File: config.mk
export PLATFORM = sky130hd
export DESIGN_NAME = pc_fetch
export DESIGN_NICKNAME = d
export VERILOG_FILES = /design/src/rtl/fetch_pkg.sv /design/src/rtl/fetch_out_reg.sv /design/src/rtl/pc_fetch.sv
export SDC_FILE = /design/constraint.sdc
export NUM_CORES = 1
export LEC_CHECK = 0
export ABC_CLOCK_PERIOD_IN_PS = 2790
export CAP_MARGIN = 15
export CORE_AREA = 2 2 93 95
export DETAILED_ROUTE_END_ITERATION = 8
export DIE_AREA = 0 0 95 97
export PLACE_DENSITY_LB_ADDON = 0.05
export SLEW_MARGIN = 10
export SYNTH_ARGS = -nofsm -noshare
export SYNTH_HDL_FRONTEND = slang
export SYNTH_SLANG_ARGS = --single-unit
File: constraint.sdc
create_clock -name clk -period 2.79 [get_ports clk]
set_input_delay 0.558 -clock clk [delete_from_list [all_inputs] [get_ports clk]]
set_output_delay 0.558 -clock clk [all_outputs]
set_load 0.01 [all_outputs]
File: src/rtl/fetch_pkg.sv
// Shared definitions for the instruction fetch stage.
//   AddrWidth     : PC / fetch address width (8 bits, byte addressed)
//   InstrWidth    : instruction word width (32 bits)
//   fetch_state_e : fetch sequencer states
//   is_word_aligned() : true when an address sits on a 32-bit word boundary
package fetch_pkg;

  localparam int unsigned AddrWidth  = 8;
  localparam int unsigned InstrWidth = 32;

  typedef enum logic [2:0] {
    StIdle,
    StReq,
    StWait,
    StHold,
    StDrop
  } fetch_state_e;

  function automatic logic is_word_aligned(input logic [AddrWidth-1:0] addr);
    return addr[1:0] == 2'b00;
  endfunction

endpackage

File: src/rtl/fetch_out_reg.sv
// Decode-side output register of the fetch stage: holds one fetched instruction
// and its PC, presented to decode with a valid flag.
//   clk_i, rst_ni : clock, asynchronous active-low reset (all outputs cleared)
//   load_i        : capture pc_i / instr_i and raise valid_o
//   clear_i       : drop valid_o (wins over load_i); pc_o / instr_o keep their value
//   pc_i, instr_i : PC and instruction word to capture
//   valid_o, pc_o, instr_o : registered decode-side outputs
module fetch_out_reg
  import fetch_pkg::*;
(
  input  logic                  clk_i,
  input  logic                  rst_ni,
  input  logic                  load_i,
  input  logic                  clear_i,
  input  logic [AddrWidth-1:0]  pc_i,
  input  logic [InstrWidth-1:0] instr_i,
  output logic                  valid_o,
  output logic [AddrWidth-1:0]  pc_o,
  output logic [InstrWidth-1:0] instr_o
);

  logic                  valid_q, valid_d;
  logic [AddrWidth-1:0]  pc_q, pc_d;
  logic [InstrWidth-1:0] instr_q, instr_d;

  always_comb begin
    valid_d = valid_q;
    pc_d    = pc_q;
    instr_d = instr_q;
    if (clear_i) begin
      valid_d = 1'b0;
    end else if (load_i) begin
      valid_d = 1'b1;
      pc_d    = pc_i;
      instr_d = instr_i;
    end
  end

  always_ff @(posedge clk_i or negedge rst_ni) begin
    if (!rst_ni) begin
      valid_q <= 1'b0;
      pc_q    <= '0;
      instr_q <= '0;
    end else begin
      valid_q <= valid_d;
      pc_q    <= pc_d;
      instr_q <= instr_d;
    end
  end

  assign valid_o = valid_q;
  assign pc_o    = pc_q;
  assign instr_o = instr_q;

endmodule

File: src/rtl/pc_fetch.sv
// Single-outstanding instruction fetch sequencer.
// Issues one request at a time to instruction memory, waits for its response,
// hands the instruction to decode over a valid/ready handshake, then advances
// the PC using an external adder (pc_out -> next_pc). A flush redirects the PC
// at any time; a response belonging to a request issued before the flush is
// discarded.
//
// Ports:
//   clk, rst_n            : clock, asynchronous active-low reset
//   pc_out / next_pc      : current PC to the external adder / its result
//   flush / flush_pc      : redirect request and target
//   imem_req / imem_addr  : fetch request and address (held until imem_gnt)
//   imem_gnt              : request accepted
//   imem_rvalid/imem_rdata: response strobe and instruction word
//   if_valid / if_ready   : handshake to decode; if_pc / if_instr carry the payload
//   misalign_err          : sticky misaligned-fetch flag
//
// Build option: define PC_FETCH_ALIGN_CHECK_EN to refuse fetching from a PC with
// pc[1:0] != 0 (misalign_err raised, no request until a flush to an aligned PC).
// Without it misalign_err is tied low.
module pc_fetch
  import fetch_pkg::*;
#(
  parameter logic [AddrWidth-1:0] RESET_PC = 8'h00
) (
  input  logic                  clk,
  input  logic                  rst_n,
  output logic [AddrWidth-1:0]  pc_out,
  input  logic [AddrWidth-1:0]  next_pc,
  input  logic                  flush,
  input  logic [AddrWidth-1:0]  flush_pc,
  output logic                  imem_req,
  output logic [AddrWidth-1:0]  imem_addr,
  input  logic                  imem_gnt,
  input  logic                  imem_rvalid,
  input  logic [InstrWidth-1:0] imem_rdata,
  output logic                  if_valid,
  input  logic                  if_ready,
  output logic [AddrWidth-1:0]  if_pc,
  output logic [InstrWidth-1:0] if_instr,
  output logic                  misalign_err
);

  fetch_state_e         state_q, state_d;
  logic [AddrWidth-1:0] pc_q, pc_d;
  logic [AddrWidth-1:0] req_addr_q, req_addr_d;
  // Set when a flush hits a request that is still waiting for its grant: the
  // request must complete unchanged, and its response is then thrown away.
  logic                 drop_pend_q, drop_pend_d;
  logic                 misalign_q;

  logic gnt;
  logic reenter;
  logic enter_req;
  logic out_load;
  logic out_clear;

  // A misaligned REQ never shows the request, so a grant there is meaningless.
  assign imem_req  = (state_q == StReq) && !misalign_q;
  assign imem_addr = req_addr_q;
  assign gnt       = imem_req && imem_gnt;
  assign pc_out    = pc_q;

  always_comb begin
    state_d     = state_q;
    pc_d        = pc_q;
    drop_pend_d = drop_pend_q;
    out_load    = 1'b0;
    out_clear   = 1'b0;

    case (state_q)
      StIdle: begin
        state_d = StReq;
        if (flush) pc_d = flush_pc;
      end

      StReq: begin
        if (flush) begin
          pc_d = flush_pc;
          if (misalign_q) begin
            // Nothing in flight: simply restart the request at the new PC.
            state_d = StReq;
          end else if (gnt) begin
            state_d = StDrop;
          end else begin
            drop_pend_d = 1'b1;
          end
        end else if (gnt) begin
          state_d = drop_pend_q ? StDrop : StWait;
        end
      end

      StWait: begin
        if (flush) begin
          pc_d    = flush_pc;
          state_d = imem_rvalid ? StReq : StDrop;
        end else if (imem_rvalid) begin
          out_load = 1'b1;
          pc_d     = next_pc;
          state_d  = StHold;
        end
      end

      StHold: begin
        if (flush) begin
          pc_d    = flush_pc;
          state_d = StReq;
        end else if (if_valid && if_ready) begin
          out_clear = 1'b1;
          state_d   = StReq;
        end
      end

      StDrop: begin
        if (flush) pc_d = flush_pc;
        // The stale response is consumed even when a flush lands on the same
        // edge; staying here would wait for a response that never comes.
        if (imem_rvalid) state_d = StReq;
      end

      default: state_d = StIdle;
    endcase

    if (flush) out_clear = 1'b1;
    if ((state_q == StReq) && (state_d != StReq)) drop_pend_d = 1'b0;
  end

  // The fetch address is captured from the PC as it will be on REQ entry, so a
  // flush that moves the FSM into REQ fetches from the flush target directly.
  assign reenter    = (state_q == StReq) && misalign_q && flush;
  assign enter_req  = (state_d == StReq) && ((state_q != StReq) || reenter);
  assign req_addr_d = enter_req ? pc_d : req_addr_q;

  always_ff @(posedge clk or negedge rst_n) begin
    if (!rst_n) begin
      state_q     <= StIdle;
      pc_q        <= RESET_PC;
      req_addr_q  <= RESET_PC;
      drop_pend_q <= 1'b0;
    end else begin
      state_q     <= state_d;
      pc_q        <= pc_d;
      req_addr_q  <= req_addr_d;
      drop_pend_q <= drop_pend_d;
    end
  end

`ifdef PC_FETCH_ALIGN_CHECK_EN
  logic misalign_d;

  always_comb begin
    misalign_d = misalign_q;
    if (enter_req) begin
      misalign_d = !is_word_aligned(pc_d);
    end else if (flush) begin
      misalign_d = 1'b0;
    end
  end

  always_ff @(posedge clk or negedge rst_n) begin
    if (!rst_n) begin
      misalign_q <= 1'b0;
    end else begin
      misalign_q <= misalign_d;
    end
  end
`else
  assign misalign_q = 1'b0;
`endif

  assign misalign_err = misalign_q;

  fetch_out_reg u_out_reg (
    .clk_i   (clk),
    .rst_ni  (rst_n),
    .load_i  (out_load),
    .clear_i (out_clear),
    .pc_i    (pc_q),
    .instr_i (imem_rdata),
    .valid_o (if_valid),
    .pc_o    (if_pc),
    .instr_o (if_instr)
  );

endmodule

==> results.toml <==
[clock_tree]
tritoncts = "done"
clock_latency_ns = 0.33
clkSlewWorstSetupHoldPaths_ns = 0.08
cts.sinks = 61
holdBufCountCts = 0
cts_made_buffers = 9
root_buffer = "clkbuf_8"
h-tree-depth = 3
postCtsSetupBuffers = 0
post_cts_resized = 0
cts_max_path_buffers = 2

[cells_and_area]
fin_nets = 380
final_area_sq_um = 4470
drive_gt1_share_pct = 26.3
syn_to_final_growth_pct = 46.3
nFillCells = 734
final_common_cell = "clkdlybuf4s50_1"
n_antenna_cell = 0
layout_common_cells = "clkdlybuf4s50_1 (110), dfrtp_1 (61), mux2_4 (40)"

[critical_path]
arrival_ns = 1.83
cpMaxStageDelayCell = "clkdlybuf4s50_1"
end_kind = "output pin"
start_kind = "register"
r2r_cells = 6
crit_type = "register to output pin"
slowest_delay_ns = 0.61
worst-path-max-fanout = 12
crit_chain = "nor3_2 -> clkdlybuf4s50_1"
required_ns = 2.23

[logic_synthesis]
yosysSeqAreaShare_pct = 50.0
ys.warnings.count = 0
synthCells = 212
ys_types = 33
syn_area_sq_um = 3050
ys_seq_elements = 61
synth_edf_count = 0
async_flop_share_pct = 100
avgSynthCellArea_sq_um = 14.4
synth_nets = 266
synth_top_flop_cell = "dfrtp_1"

[routing]
vias = 2147
drtAntennaViolNets = 0
routed_wirelength_um = 7120
wl_met3_um = 458
dr.pass1.iters = 4
dr_wl_met2_um = 3060
met1Wirelength_um = 3490
avgRoutedWirePerCell_um = 16.3
drt_iter0_drc = 45
drcViolationCount = 0
vias_per_cell = 4.92
top_layer_used = "met4"

[global_route]
grt_start_max_net_pins = 62
grt_pass1_wl_um = 11300
antenna_found_initial = 0
grtUsageTotal_pct = 15.8
grt_overflow = 0
grt_pass1_vias = 2165

[pwr]
powerDensity_nw_per_um2 = 1070
p_switching_uw = 1530
seq_power_share_pct = 33.5
ir_drop_mv = 0.536
clockPowerShare_pct = 18.5
power_frac_comb_pct = 48.0
p_leak_uw = 0.00208
p_int_uw = 3240
switching_share_pct = 32.1

[timing]
finalSetupTns_ns = 0
maxClockFrequency_ghz = 0.419
hold_viol_final = 0
slew_viol_final = 0
fin_ws_ns = 0.402
fin_crit_ns = 2.39
finalCritPeriodShare_pct = 85.6
rsz0062_at_grt = "false"
finalClockSkew_ns = 0.00893
finalSetupViolCount = 0
slew_headroom_pct = 49.0
tightest_slew_ns = 0.765

[floorplan]
die_w_um = 95
fp-row-count = 33
io_pins = 113
dieArea_sq_um = 9220
core_area_sq_um = 8130
start_util_pct = 37.5
die_h_um = 97

[placed_design]
port-buffer-count = 111
pre_cts_ws_ns = 0.319
gp_congestion = 0.781
dp_hpwl_um = 4930
place_area_sq_um = 4240

[min_path]
hold_path_class = "input pin to async pin"

[status]
outcome = "complete, no violations"

[flow_run]
drv_cap = 0
==> layout make-up <==
class	instances	area (sq um)	area share [%]
Sequential cell	61	1530	34.2
Multi-Input combinational cell	125	1380	30.9
Timing Repair Buffer	119	1170	26.1
Tap cell	105	131	2.94
Clock buffer	10	128	2.86
Clock inverter	6	95.1	2.13
Inverter	10	37.5	0.841
==> registers in the layout, indices dropped and copies added, names as in the netlist <==
signal             flops
drop_pend_q            1
imem_addr              8
pc_out                 8
state_q                3
u_out_reg.instr_o     32
u_out_reg.pc_o         8
u_out_reg.valid_o      1
==> synth_stat cells (all sizes together), types with 2 or more instances <==
cell | n | share of area (%)
dfrtp | 61 | 50
mux2 | 56 | 26
inv | 10 | 1.2
nor2 | 4 | 1.0
a21oi | 12 | 2.0
mux2i | 8 | 2.6
buf | 15 | 3.4
a311o | 8 | 2.6
a22oi | 16 | 5.2
nor2b | 5 | 1.0
a2bb2oi | 2 | 0.57
==> stage by stage <==
step	power [uW]	hold slack, ns	instances	utilization, %
after floorplan	2810	0.262	212	-
after global placement	3900	0.488	420	52.2
after detailed placement	3920	0.492	420	52.2
after CTS	4820	0.416	436	54.9
after global routing	5080	0.438	436	54.9
final	4770	0.377	436	54.9
==> path summary, 6_finish.rpt <==
path	startpoint	end	slack [ns]
min	rst_n	u_out_reg.instr_o[10]	0.38
max reg2reg	state_q[1]	u_out_reg.instr_o[3]	0.65
max in group asynchronous	rst_n	state_q[2]	1.91
max	state_q[1]	imem_req	0.40
min in group clk	u_out_reg.instr_o[16]	u_out_reg.instr_o[16]	0.51
min reg2reg	u_out_reg.instr_o[16]	u_out_reg.instr_o[16]	0.51
==> logic make-up after synthesis <==
kind of cell / share of synthesized area (%)
mux: 28.2
flops: 50.0
compound gates: 13.2
buf+inv: 4.75
simple gates: 3.77
other cells: 0.123
==> power by group through the flow <==
stage	logic, uW	clock network (uW)	registers (uW)
finish	2290	882	1600
floorplan	1080	0	1730
CTS	2320	900	1610
detailed placement	2300	0	1610
global route	2460	957	1660
global placement	2290	0	1610
==> worst max-delay path, delay by kind of cell (launching register included) <==
kind / cells / cell delay (ns)
flip-flops: 1 / 0.52
buffers and inverters: 1 / 0.61
AND/OR/NAND/NOR: 1 / 0.37
==> metal layers <==
metal  GRT usage, %  vias up
met5              0        -
met2           22.0       74
met1           23.0     1058
li1               -     1004
met3           4.83       11
met4           5.57        0
Note: power is estimated with default switching activity, not from simulation.
==> variant: new RTL, same flow settings <==
The option `PC_FETCH_ALIGN_CHECK_EN` is turned on by a define.
--- a/src/rtl/pc_fetch.sv
+++ b/src/rtl/pc_fetch.sv
@@ -20,2 +20,4 @@
 // Without it misalign_err is tied low.
+`define PC_FETCH_ALIGN_CHECK_EN
+
 module pc_fetch
Function: changed (a bounded check fails within 4 cycles, from zero or initial values and one cycle with rst_n low).
==> variant against the unedited design <==
- die area stayed put
- synthesized cell count decreased by 9.9%
- total power decreased by 21%
- critical path type unchanged
- synthesized area fell by 12%
- combinational power is 31% lower
- critical path depth is the same
- sequential cell count increased by 1
- design area down 6.8%
- sequential power shrank 13%
- register-to-register slack improved by 50 ps
- clock power is 13% lower
- setup slack better by 4.8 ps
- wire length down 5.2%
==> variant: results (changes against the unedited design) <==
metric;value;unit;change
outcome;completed;;unchanged
final hold slack;197.7;ps;was 376.6 ps
Final Hold Viols;0;;unchanged
CP max FO;12;;unchanged
dpl cell area;3973;um^2;was 4243 um^2
Worst setup startpoint;state_q[2]$_DFF_PN0_;;was state_q[1]$_DFF_PN0_
met1 Resource Use GR;22.23;%;was 22.97%
H-Tree Depth;3;;unchanged
Worst EP arrival;1830;ps;about the same
DRT antenna net count;0;;unchanged
initial DRC count;90;;was 45
Worst Reg2Reg Path Length in Cells;5;;was 6
post_cts resized;0;;unchanged
GR Util met3;5.062;%;was 4.829%
clk slew on worst S/H paths;70;ps;
dpl hpwl;4.828;mm;was 4.925 mm
# nets final;367;;was 380
Crit path largest cell delay;580;ps;was 610 ps
GP Congestion;0.7742;;was 0.7805
Crit path max-delay family;buffers and inverters;;unchanged
highest clock rate;419.5;MHz;was 418.7 MHz
clock skew;7.984;ps;was 8.933 ps
global-route wire length before repair;10.67;mm;was 11.26 mm
max FFs per register;32;;unchanged
syn_nets;245;;was 266
First-pass DRT Iterations;4;;unchanged
CTS Root Cell;clkbuf_8;;unchanged
GRT Overall Usage;15.23;%;was 15.79%
worst r2r dst;imem_addr[6]$_DFFE_PN0P_;;was u_out_reg.instr_o[3]$_DFFE_PN0P_
worst ir drop on vdd;0.0003319;V;was 0.0005358 V
sequential share of the synthesized area;57.84;%;was 50.00%
met2 usage;20.79;%;was 22.04%
number of buffers created by CTS;9;;unchanged
Async SR Flop Fraction;100.0;%;unchanged
routed vias/inst;4.790;;was 4.924
layout cell share with drive strength beyond 1;25.24;%;was 26.28%
port bufs;112;;was 111
P_leak;0.001857;uW;was 0.002077 uW
Post-CTS Setup Bufs;0;;unchanged
normalized max-slew margin;63.03;%;was 49.00%
Hold Crit Class;input port to async pin;;unchanged
initial antenna violation count;0;;unchanged
ranking of synthesized cells by area;dfrtp_1, mux2_2, mux2_4, mux2i_1, nor4b_4;;was dfrtp_1, mux2_4, mux2_2, a22oi_2, a311o_1
vias in the first global route;2031;;was 2165
Setup WS pre-CTS;348.0;ps;was 319.4 ps
fillers;726;;was 734
Routed WL per cell;15.96;um;was 16.34 um
Warnings, synthesis;0;;unchanged
Synth cell types;37;;was 33
largest net degree at the start of global routing;39;;was 62
slack of the worst reg-to-reg path;700;ps;was 650 ps
CTS Buffer Depth;2;;unchanged
Synth top cells by count;dfrtp_1, mux2_2, nand3_1;;was dfrtp_1, mux2_4, a21oi_1
worst flop-to-flop path startpoint;state_q[1]$_DFF_PN0_;;unchanged
variant: cell count changes in the layout (fill, tap and decap cells not counted), sizes merged, moves of 3 or more:
cell,change
nor2b,-3
mux2,-8
o21ai,+4
inv,-7
a21oi,-7
a31oi,+3
a311o,-8
nand2,+5
nand3,+8
a22oi,-15
variant: cell families (layout without fill, tap and decap cells):
| group | Yosys count | after routing | share of synthesized area, % |
|---|---|---|---|
| AO/OA/AOI/OAI | 27 | 27 | 7.509 |
| buffers and inverters | 15 | 141 | 2.798 |
| flip-flops | 62 | 62 | 57.84 |
| multiplexers | 54 | 54 | 23.51 |
| other | 0 | 1 | 0 |
| AND/OR/NAND/NOR | 33 | 33 | 8.349 |
variant: worst max path at each step:
stage	endpoint	slack, ps	cells after the start
final	imem_req	410	2
after global placement	imem_addr[1]$_DFFE_PN0P_	370	6
after global routing	imem_req	290	2
after CTS	imem_req	380	2
after floorplan	imem_addr[0]$_DFFE_PN0P_	890	6
after detailed placement	imem_addr[2]$_DFFE_PN0P_	350	6
variant: area by class of cell:
cell class	count	area [um^2]	share of cell area (%)
Antenna cell	1	2.502	0.06010
Clock buffer	11	141.4	3.395
Clock inverter	4	47.55	1.142
Inverter	4	15.01	0.3606
Multi-Input combinational cell	114	1059	25.42
Sequential cell	62	1551	37.26
Tap cell	105	131.4	3.155
Timing Repair Buffer	122	1216	29.21
variant: power breakdown:
group,total (uW),switching [uW],internal [uW]
logic,1580,583,996
registers,1400,216,1180
clock network,766,337,429
total,3740,1140,2610
variant: per-layer routing:
metal | routed length [um] | part of all wire [%]
met1 | 3299 | 49
met2 | 2779 | 41
met4 | 98 | 1.5
met3 | 575 | 8.5
met5 | 0 | 0
variant: metrics by stage:
step | instances | total power [uW]
floorplan | 191 | 2165
global placement | 407 | 3002
detailed placement | 407 | 3009
CTS | 422 | 3800
global route | 422 | 3981
finish | 423 | 3744
